File: src/rtl/result_readback_unit.sv
`timescale 1ns/1ps
`default_nettype none
// ============================================================================
// Module  : result_readback_unit
// Brief   : 8x8 result store with written flags; streams a slot range out
//           over a valid/ready port, one word per two cycles.
// Revision: 1.0
// ============================================================================
module result_readback_unit (
    input  logic       clk,
    input  logic       rst,
    input  logic       wr_en,
    input  logic [2:0] wr_addr,
    input  logic [7:0] wr_data,
    input  logic       clear,
    input  logic       start,
    input  logic [2:0] start_addr,
    input  logic [3:0] count,
    output logic [7:0] out_data,
    output logic [2:0] out_addr,
    output logic       out_stale,
    output logic       out_valid,
    input  logic       out_ready,
    output logic       out_last,
    output logic       busy,
    output logic       done
);

    localparam logic [1:0] S_IDLE  = 2'd0;
    localparam logic [1:0] S_FETCH = 2'd1;
    localparam logic [1:0] S_SEND  = 2'd2;
    localparam logic [1:0] S_DONE  = 2'd3;

    logic [7:0] r_mem [0:7];
    logic [7:0] r_flag;
    logic [1:0] r_state;
    logic [2:0] r_ptr;
    logic [3:0] r_remaining;
    logic [7:0] r_out_data;
    logic [2:0] r_out_addr;
    logic       r_out_stale;
    logic       r_out_last;

    logic [3:0] w_count_eff;
    logic       w_bypass;
    logic [7:0] w_flag_next;

    assign w_count_eff = (count > 4'd8) ? 4'd8 : count;
    assign w_bypass    = wr_en && (wr_addr == r_ptr);
    // A write in the same cycle as clear leaves its own flag set.
    assign w_flag_next = (clear ? 8'h00 : r_flag) | (wr_en ? (8'h01 << wr_addr) : 8'h00);

    always_ff @(posedge clk) begin
        if (!rst) begin
            for (int i = 0; i < 8; i++) begin
                r_mem[i] <= 8'h00;
            end
            r_flag <= 8'h00;
        end else begin
            if (wr_en) begin
                r_mem[wr_addr] <= wr_data;
            end
            r_flag <= w_flag_next;
        end
    end

    always_ff @(posedge clk) begin
        if (!rst) begin
            r_state     <= S_IDLE;
            r_ptr       <= 3'd0;
            r_remaining <= 4'd0;
            r_out_data  <= 8'h00;
            r_out_addr  <= 3'd0;
            r_out_stale <= 1'b0;
            r_out_last  <= 1'b0;
        end else begin
            case (r_state)
                S_IDLE: begin
                    if (start) begin
                        r_ptr       <= start_addr;
                        r_remaining <= w_count_eff;
                        r_state     <= (w_count_eff == 4'd0) ? S_DONE : S_FETCH;
                    end
                end
                S_FETCH: begin
                    // Forward a same-cycle write so the freshest product is streamed.
                    r_out_data  <= w_bypass ? wr_data : r_mem[r_ptr];
                    r_out_addr  <= r_ptr;
                    r_out_stale <= w_bypass ? 1'b0 : ~r_flag[r_ptr];
                    r_out_last  <= (r_remaining == 4'd1);
                    r_state     <= S_SEND;
                end
                S_SEND: begin
                    if (out_ready) begin
                        if (r_remaining == 4'd1) begin
                            r_state <= S_DONE;
                        end else begin
                            r_remaining <= r_remaining - 4'd1;
                            r_ptr       <= r_ptr + 3'd1;
                            r_state     <= S_FETCH;
                        end
                    end
                end
                S_DONE: begin
                    r_state <= S_IDLE;
                end
                default: begin
                    r_state <= S_IDLE;
                end
            endcase
        end
    end

    // Outputs are forced low for as long as reset is held, not just after its edge.
    assign out_valid = rst && (r_state == S_SEND);
    assign busy      = rst && (r_state != S_IDLE);
    assign done      = rst && (r_state == S_DONE);
    assign out_data  = {8{rst}} & r_out_data;
    assign out_addr  = {3{rst}} & r_out_addr;
    assign out_stale = rst && r_out_stale;
    assign out_last  = rst && r_out_last;

endmodule
`default_nettype wire

File: config.mk
export PLATFORM = sky130hd
export DESIGN_NAME = result_readback_unit
export DESIGN_NICKNAME = d
export VERILOG_FILES = /design/src/rtl/result_readback_unit.sv
export SDC_FILE = /design/constraint.sdc
export NUM_CORES = 1
export LEC_CHECK = 0
export ABC_AREA = 1
export CORE_ASPECT_RATIO = 0.7
export CORE_MARGIN = 2
export CORE_UTILIZATION = 57
export CTS_CLUSTER_SIZE = 25
export DETAILED_ROUTE_END_ITERATION = 10
export PLACE_DENSITY = 0.81
export SYNTH_ARGS = -nofsm -noshare
export SYNTH_HDL_FRONTEND = slang
export SYNTH_SLANG_ARGS = --single-unit
File: constraint.sdc
create_clock -name clk -period 1.6 [get_ports clk]
set_input_delay 0.16 -clock clk [delete_from_list [all_inputs] [get_ports clk]]
set_output_delay 0.16 -clock clk [all_outputs]
set_load 0.02 [all_outputs]
==> impl_metrics.csv, run 1 <==
group,metric,value,unit
sta,fmaxAchievable,0.645,GHz
sta,clock_skew,0.00709,ns
hold_path,hold_depth,2,
synth,synth_warnings,0,
cts,cts_hold_buf,0,
synth,ys_top_cells_by_area,"edfxtp_1 (43%), dfxtp_1 (13%), nand2_1 (10%)",
power_and_ir_drop,switching_power,1.73,mW
synth,ys_top_cells_by_count,"nand2_1 (122), nor2_1 (120), edfxtp_1 (64), inv_1 (50), nand3_1 (44)",
detailed_routing,drt_wl_total,12.0,mm
power_and_ir_drop,power_density,1060,mW/mm2
finish,finalNetCount,658,
global_routing,antenna_found_initial,0,
hold_path,hp-start,"r_flag[0]",
cts,clockBufferDepth,2,
global_routing,overflow,0,
cts,cts-root-buf,"clkbuf_8",
synth,ys_types,27,
placement,portBuffers,39,
finish,area_growth,24.8,%
detailed_routing,num_vias,4089,
detailed_routing,ant_nets,0,
finish,diodes,0,
setup_path,worst_ep_arrival_time,1.39,ns
detailed_routing,dr.pass1.iters,6,
power_and_ir_drop,clkPwrFrac,29.0,%
floorplanning,dieWidth,110,um
power_and_ir_drop,p_leak,2.59,nW
setup_path,cp_common_cell,"nor2_1",
global_routing,grt_pass1_wl,19.1,mm
sta,period_share,97.0,%
hold_path,holdPathEnd,"r_flag[0]",
synth,synth_area_per_cell,8.30,um2
setup_path,worstPathRequired,1.44,ns
detailed_routing,drc_errors,0,
synth,ys_dominant_reg_cell,"edfxtp_1",
synth,synthesis.area,0.00448,mm2
sta,slew_violations,0,
global_routing,grt_max_degree,28,
placement,dp_slack,-0.228,ns
setup_path,rrSetupSlack,0.07,ns
placement,dp_cells,718,
setup_path,cp_max_fo,3,
cts,cts_sinks,94,
cts,clkLatencyLatePin,0.37,ns
synth,synth_top_area_share,42.9,%
sta,setup_violations,0,
power_and_ir_drop,max-vdd-ir-drop,0.775,mV
floorplanning,core.rowCount,26,
sta,min_period,1.55,ns
floorplanning,core_area,0.00745,mm2
setup_path,rr_startpoint,"r_ptr[1]",
cts,cts_tree,"built",
synth,yosysTopAreaCell,"edfxtp_1",
global_routing,first_global_vias,3920,
detailed_routing,via_per_inst,5.57,
floorplanning,io_pins,40,
sta,tns,0,ns
synth,synth_edf_count,64,
setup_path,slowest_delay,0.35,ns
global_routing,grt_use_total,29.9,%
job,drv_cap,0,
detailed_routing,wl_per_cell,16.3,um
power_and_ir_drop,intPower,4.21,mW
finish,fillCellCount,553,
run_status,status,"finished clean",
floorplanning,dieArea,0.00859,mm2
cts,cts_buffers,9,
synth,syn_inst,539,
setup_path,worstSetupStartpointType,"register",
synth,syn_nets,566,
cts,htree_levels,3,
power_and_ir_drop,comb_power_share,22.7,%
synth,ys_ff_latch,94,
setup_path,path_cells,"nor2_1 > nor2_1 > dlygate4sd2_1",
sta,hold_viol,0,
setup_path,worstReg2RegEnd,"r_out_data[3]",
power_and_ir_drop,seq_power_share,48.2,%
finish,post-route-util,75.0,%
finish,stdcell_count,734,
setup_path,reg2reg_depth,9,
sta,slew_headroom,72.7,%
sta,timing.final.ws_setup,0.0484,ns
floorplanning,initial_utilization,60.1,%
placement,place.gp.congestion,0.938,
detailed_routing,drt_iter0_drc,510,
synth,ys_seq_area_share,56.4,%
cts,clkTransAtPathRegs,0.09,ns
synth,synth.most_common_cell,"nand2_1",
hold_path,worstHoldPathType,"reg -> reg",
setup_path,endpoint_kind,"output pin",
sta,tightest_slew,0.409,ns
floorplanning,die_h,78.1,um
synth,ys_async_sr_fraction,0,%
power_and_ir_drop,swShare,29.1,%
placement,hpwl,8.72,mm
setup_path,path_class,"reg -> out",
setup_path,slowest_stage,"dfxtp_1",
finish,drive_above_1_share,15.7,%
## registers in the layout (all words and copies together), names as in the netlist
register / count
r_out_addr: 3
r_flag: 8
r_out_last: 1
r_out_data: 8
r_out_stale: 1
r_remaining: 4
r_ptr: 3
r_mem: 64
r_state: 2
## worst max path at each step
stage                   to  slack, ns  cells after the start        from
3_5_place_dp          done      -0.23                      5         rst
2_1_floorplan  r_mem[0][0]       0.22                      5         rst
4_1_cts          out_valid      0.006                      5  r_state[1]
3_3_place_gp          done      -0.21                      5         rst
5_1_grt               busy     -0.008                      3  r_state[1]
6_report              busy       0.05                      3  r_state[1]
## placed cells by master (no fill, tap or decap), drive strengths merged
cell	netlist	routed
o21ai	39	39
nand2	131	131
clkinv	5	6
nor3	1	1
clkbuf	5	14
edfxtp	64	64
ha	3	3
a22oi	3	3
nand3	44	44
dlygate4sd2	0	14
buf	13	60
bufinv	0	2
nor2	124	124
a31oi	1	1
o22ai	3	3
inv	57	58
a21oi	7	7
or2	1	1
clkdlybuf4s50	0	23
nand4	7	7
xnor2	1	1
dfxtp	30	30
## critical path: cells and delay by family (launching register included)
family	cells	cell delay, ns
buffers and inverters	1	0.32
flip-flops	1	0.35
AND/OR/NAND/NOR	2	0.35
## layer usage
metal  wire length [um]  share of wire (%)  GRT usage (%)
met3               1330                 11           8.22
met4                210                1.8           9.62
met1               5190                 43           42.8
met2               5260                 44           44.1
met5                  0                  0              0
## layout make-up
cell class / count / area [um2] / area share, %
repair buffers: 99 / 838 / 15.0
well taps: 98 / 123 / 2.20
multi-input cells: 365 / 1650 / 29.5
inverters: 62 / 240 / 4.30
flip-flops and latches: 94 / 2520 / 45.2
clock inverters: 4 / 70.1 / 1.25
clock buffers: 12 / 145 / 2.60
## what timing repair did
action / CTS / global route
buffers inserted: 0 / 0
gates resized for setup: 17 / 11
hold endpoints to repair: 0 / 0
endpoints found under the setup margin: 16 / 9
## per-stage QoR
stage,cell area [um2],power (mW),hold slack (ns)
final,5590,5.94,0.477
after global routing,5590,6.20,0.497
after CTS,5570,5.89,0.472
after detailed placement,5370,4.23,0.458
after global placement,5370,4.17,0.455
after floorplan,4480,3.70,0.390
## power groups by stage
stage	Sequential, mW	Clock, mW	Combinational, mW
global route	2.88	1.84	1.48
detailed placement	2.92	0	1.32
finish	2.86	1.72	1.35
global placement	2.91	0	1.26
CTS	2.86	1.73	1.30
floorplan	2.89	0	0.805
## cell families after synthesis
group	synth area share [%]
fa+ha+maj	0.839
simple gates	29.0
buf+inv	7.35
flops	56.4
xor+xnor	0.196
compound gates	6.21
(Power assumes the default switching activity.)
==> run 2: changes to the inputs <==
--- a/config.mk
+++ b/config.mk
@@ -7,7 +7,7 @@
 export LEC_CHECK = 0
 export ABC_AREA = 1
 export CORE_ASPECT_RATIO = 0.7
-export CORE_MARGIN = 2
+export CORE_MARGIN = 8
 export CORE_UTILIZATION = 57
 export CTS_CLUSTER_SIZE = 25
 export DETAILED_ROUTE_END_ITERATION = 10
==> run 2 against run 1 <==
  * Sequential cell count did not move
  * Non-clock buffer count rose by 1
  * Highest routed layer unchanged
  * Worst hold slack got worse by 0.22 ns
  * Routed wire length fell by 3.2%
  * Via count fell by 2.7%
  * Sequential share of layout area rose by 0.23 points
  * Sequential power barely moved
  * Total power fell by 5.3%
  * Clock skew rose by 0.0013 ns
  * Largest power group unchanged
  * Critical endpoint unchanged
==> impl_metrics.csv, run 2 (synthesis results as in run 1) <==
group,metric,value,unit
sta,hold_viol,0,
sta,setup_violations,0,
setup_path,critPathTopFamily,"flip-flops",
sta,slew_headroom,75.8,%
power_and_ir_drop,comb_power_share,23.7,%
global_routing,first_global_vias,3835,
setup_path,path_class,"reg -> out",
floorplanning,io_pins,40,
floorplanning,initial_utilization,57.9,%
detailed_routing,drt_wl_total,11.6,mm
sta,tightest_slew,0.362,ns
placement,place.gp.congestion,0.885,
placement,dp_slack,-0.281,ns
power_and_ir_drop,switching_power,1.72,mW
run_status,status,"finished clean",
power_and_ir_drop,max-vdd-ir-drop,0.678,mV
finish,fillCellCount,586,
setup_path,worstPathRequired,1.44,ns
power_and_ir_drop,p_leak,2.57,nW
detailed_routing,drt_iter0_drc,507,
detailed_routing,num_vias,3979,
global_routing,grt_use_total,21.9,%
sta,clock_skew,0.00835,ns
cts,cts-root-buf,"clkbuf_8",
cts,cts_tree,"built",
setup_path,slowest_delay,0.36,ns
power_and_ir_drop,swShare,30.6,%
power_and_ir_drop,power_density,1010,mW/mm2
cts,cts_buffers,9,
placement,portBuffers,39,
finish,largest_reg_flops,64,
finish,register_area,0.00252,mm2
setup_path,endpoint_kind,"output pin",
finish,area_growth,24.2,%
global_routing,grt_max_degree,26,
detailed_routing,dr.pass1.iters,5,
cts,cts_sinks,94,
global_routing,overflow,0,
sta,period_share,94.7,%
floorplanning,core.rowCount,27,
sta,min_period,1.52,ns
detailed_routing,via_per_inst,5.40,
finish,most-common-layout-cells,"nand2_1 (122), nor2_1 (119), edfxtp_1 (64), buf_4 (57), inv_1 (50)",
finish,multiInputGateArea,0.00164,mm2
detailed_routing,ant_nets,0,
power_and_ir_drop,seq_power_share,51.0,%
sta,hold_slack,0.261,ns
setup_path,slowest_stage,"dfxtp_1",
job,drv_cap,0,
power_and_ir_drop,intPower,3.90,mW
floorplanning,dieArea,0.0110,mm2
setup_path,worstSetupStartpointType,"register",
hold_path,worstHoldPathType,"in -> reg",
detailed_routing,wl_per_cell,15.7,um
cts,clockBufferDepth,2,
sta,timing.final.ws_setup,0.0842,ns
cts,cts_setup_buffers,0,
floorplanning,core_area,0.00774,mm2
floorplanning,dieWidth,122,um
sta,rsz0062_at_grt,"false",
setup_path,path_cells,"nor2_1 > nor2_1 > dlygate4sd2_1",
sta,slew_violations,0,
cts,clkLatencyLatePin,0.37,ns
floorplanning,die_h,90.1,um
finish,finalNetCount,659,
setup_path,path_buf_inv,1,
finish,diodes,0,
finish,drive_above_1_share,16.2,%
finish,top_regs,"r_mem x64, r_flag x8, r_out_data x8",
global_routing,grt_pass1_wl,18.8,mm
setup_path,cp_common_cell,"nor2_1",
global_routing,antenna_found_initial,0,
finish,top_register,"r_mem",
power_and_ir_drop,clkPwrFrac,25.2,%
detailed_routing,drc_errors,0,
cts,htree_levels,3,
setup_path,cp_max_fo,3,
cts,clkTransAtPathRegs,0.09,ns
sta,fmaxAchievable,0.660,GHz
sta,tns,0,ns
placement,hpwl,8.85,mm
finish,final_common_cell,"nand2_1",
setup_path,worst_ep_arrival_time,1.36,ns
## run 2: path summary, 6_finish.rpt
| path | startpoint | end | slack [ns] | cells past startpoint |
|---|---|---|---|---|
| hold reg to reg | r_flag[7] | r_flag[7] | 0.48 | 2 |
| hold / removal | rst | r_remaining[2] | 0.26 | 3 |
| setup / recovery | r_state[0] | busy | 0.08 | 3 |
| setup reg to reg | r_ptr[0] | r_out_data[6] | 0.11 | 9 |
## run 2: layer usage
layer	up-vias	GRT usage, %	share of wire [%]	wire length (um)
met4	0	6.86	1.5	173
met2	225	33.0	45	5280
met3	22	6.50	10	1200
met5	-	0	0	0
met1	1814	29.6	43	4960
li1	1918	-	-	-
## run 2: worst min-delay path, delay by kind of cell
| family | cells | cell delay [ns] |
|---|---|---|
| buffers and inverters | 2 | 0.36 |
| AO/OA/AOI/OAI | 1 | 0.06 |
## run 2: final cells by class
class	instances	area share, %
inverter	62	4.32
timing repair buffer	100	15.5
clock buffer	10	2.48
clock inverter	5	0.608
multi-input combinational	365	29.4
tap	101	2.27
sequential	94	45.4
## run 2: timing repair
item                       4_1_cts  5_1_grt
setup endpoints to repair       16       17
hold endpoints to repair         0        0
gates resized for setup         20       11
hold buffers                     0        0
## run 2: through the flow
step / cell area, um2 / utilization [%] / std cells / power (mW)
6_report: 5560 / 71.9 / 737 / 5.62
3_5_place_dp: 5400 / 69.8 / 722 / 4.25
2_1_floorplan: 4480 / - / 539 / 3.70
4_1_cts: 5550 / 71.8 / 737 / 5.60
3_3_place_gp: 5400 / 69.8 / 722 / 4.19
5_1_grt: 5560 / 71.9 / 737 / 5.89
## run 2: power groups by stage
| stage | logic [mW] | clock network [mW] | registers, mW |
|---|---|---|---|
| global placement | 1.28 | 0 | 2.91 |
| global route | 1.48 | 1.52 | 2.89 |
| floorplan | 0.805 | 0 | 2.89 |
| detailed placement | 1.32 | 0 | 2.92 |
| CTS | 1.31 | 1.43 | 2.87 |
| finish | 1.33 | 1.42 | 2.87 |
==> run 3: changes to the inputs <==
--- a/config.mk
+++ b/config.mk
@@ -8,10 +8,10 @@
 export ABC_AREA = 1
 export CORE_ASPECT_RATIO = 0.7
 export CORE_MARGIN = 8
-export CORE_UTILIZATION = 57
+export CORE_UTILIZATION = 52
 export CTS_CLUSTER_SIZE = 25
 export DETAILED_ROUTE_END_ITERATION = 10
-export PLACE_DENSITY = 0.81
+export PLACE_DENSITY = 0.78
 export SYNTH_ARGS = -nofsm -noshare
 export SYNTH_HDL_FRONTEND = slang
 export SYNTH_SLANG_ARGS = --single-unit
==> constraint.sdc (replaced) <==
create_clock -name clk -period 1.3 [get_ports clk]
set_input_delay 0.13 -clock clk [delete_from_list [all_inputs] [get_ports clk]]
set_output_delay 0.13 -clock clk [all_outputs]
set_load 0.02 [all_outputs]
==> run 3 against run 2 <==
  * The run now ends with negative setup slack left
  * Worst hold slack improved by 0.070 ns
  * Utilization rose by 1.6 points
  * Design area rose by 11%
  * Critical path depth rose by 4
  * Critical endpoint is now r_remaining[1]
  * Critical path type is now reg -> reg
  * Count of clock-buffer cells in the layout rose by 1
==> impl_metrics.csv, run 3 (synthesis results as in run 1) <==
group,metric,value,unit
sta,fmaxAchievable,0.706,GHz
finish,area_growth,38.0,%
setup_path,path_class,"reg -> reg",
setup_path,cp_max_fo,8,
global_routing,grt_max_degree,22,
sta,slew_headroom,75.7,%
run_status,status,"complete, but fails checks",
floorplanning,core.rowCount,28,
sta,hold_slack,0.331,ns
setup_path,worst_ep_arrival_time,1.66,ns
detailed_routing,drc_errors,0,
cts,clkTransAtPathRegs,0.06,ns
finish,largest_reg_flops,64,
cts,clockBufferDepth,2,
floorplanning,io_pins,40,
cts,cts_buffers,9,
global_routing,first_global_vias,4078,
job,drv_cap,0,
cts,cts_sinks,94,
hold_path,worstHoldPathType,"in -> reg",
placement,dp_slack,-0.492,ns
setup_path,endpoint_kind,"register",
sta,clock_skew,0.00243,ns
setup_path,reg2reg_depth,7,
sta,min_period,1.42,ns
finish,stdcell_count,767,
sta,tns,-1.24,ns
placement,portBuffers,39,
global_routing,grt_use_total,22.8,%
finish,post-route-util,73.5,%
placement,place.gp.congestion,0.833,
detailed_routing,drt_iter0_drc,526,
placement,placed_cell_area,0.00554,mm2
global_routing,grt_pass1_wl,20.5,mm
finish,most-common-layout-cells,"nand2_1 (113), nor2_1 (110), buf_4 (74), edfxtp_1 (64), inv_1 (47)",
cts,cts-root-buf,"clkbuf_16",
hold_path,hold_depth,4,
finish,fillCellCount,573,
finish,top_regs,"r_mem x64, r_flag x8, r_out_data x8",
detailed_routing,ant_nets,0,
setup_path,worstSetupStartpointType,"register",
power_and_ir_drop,max-vdd-ir-drop,1.06,mV
power_and_ir_drop,power_density,1360,mW/mm2
cts,cts_hold_buf,0,
finish,finalNetCount,684,
floorplanning,dieWidth,127,um
cts,htree_levels,3,
placement,dp_cells,744,
sta,timing.final.ws_setup,-0.116,ns
finish,top_register,"r_mem",
detailed_routing,wl_per_cell,18.2,um
setup_path,rrSetupSlack,-0.12,ns
placement,hpwl,9.16,mm
sta,slew_violations,0,
floorplanning,dieArea,0.0119,mm2
sta,period_share,109,%
run_status,violations,"negative setup slack",
detailed_routing,via_per_inst,5.66,
finish,fin_area,0.00618,mm2
detailed_routing,drt_wl_total,14.0,mm
power_and_ir_drop,p_leak,2.81,nW
detailed_routing,num_vias,4345,
finish,diodes,0,
cts,cts_tree,"built",
cts,clkLatencyLatePin,0.35,ns
sta,hold_viol,0,
global_routing,overflow,0,
power_and_ir_drop,power,8.40,mW
finish,drive_above_1_share,26.6,%
floorplanning,core_area,0.00841,mm2
global_routing,antenna_found_initial,0,
finish,final_common_cell,"nand2_1",
floorplanning,die_h,93.6,um
detailed_routing,dr.pass1.iters,6,
setup_path,worstPathRequired,1.54,ns
sta,rsz0062_at_grt,"true",
sta,setup_violations,17,
sta,tightest_slew,0.362,ns
floorplanning,initial_utilization,53.2,%
## run 3: routing by layer
layer / track usage [%] / part of all wire [%] / vias up
met2: 35.4 / 46 / 281
li1: - / - / 1977
met3: 6.88 / 9.8 / 41
met5: 0 / 0 / -
met4: 8.58 / 2.6 / 0
met1: 29.5 / 42 / 2046
## run 3: final cells by class
| type | count | area [um2] | area share [%] |
|---|---|---|---|
| inverter | 62 | 250 | 4.05 |
| timing repair buffer | 125 | 1160 | 18.8 |
| multi-input combinational | 365 | 1790 | 29.0 |
| clock buffer | 11 | 233 | 3.77 |
| sequential | 94 | 2540 | 41.1 |
| tap | 105 | 131 | 2.13 |
| clock inverter | 5 | 73.8 | 1.19 |
## run 3: path summary, 6_finish.rpt
path,from,end
worst max-delay path,r_state[0],r_remaining[1]
worst min-delay path,rst,r_remaining[0]
worst max register to register,r_state[0],r_remaining[1]
worst min register to register,r_flag[7],r_flag[7]
## run 3: report_power, final
part | internal (mW) | total [mW] | leakage (nW) | switching, mW
sequential | 3.44 | 3.56 | 0.863 | 0.126
clock | 1.67 | 2.75 | 0.147 | 1.08
combinational | 0.877 | 2.09 | 1.80 | 1.21
total | 5.98 | 8.40 | 2.81 | 2.42
## run 3: worst max-delay path: stages (launching register included)
cell	delay, ns
dfxtp_4	0.37
buf_4	0.15
nor2_4	0.12
nand2_1	0.15
nand4_4	0.23
clkinv_4	0.13
nor2_2	0.12
nor2_1	0.04
## run 3: repair_timing
| item | CTS | global route |
|---|---|---|
| cloned | 1 | 1 |
| gates resized for setup | 76 | 62 |
| pin swaps | 9 | 15 |
| setup endpoints to repair | 111 | 51 |
| buffers inserted | 1 | 4 |
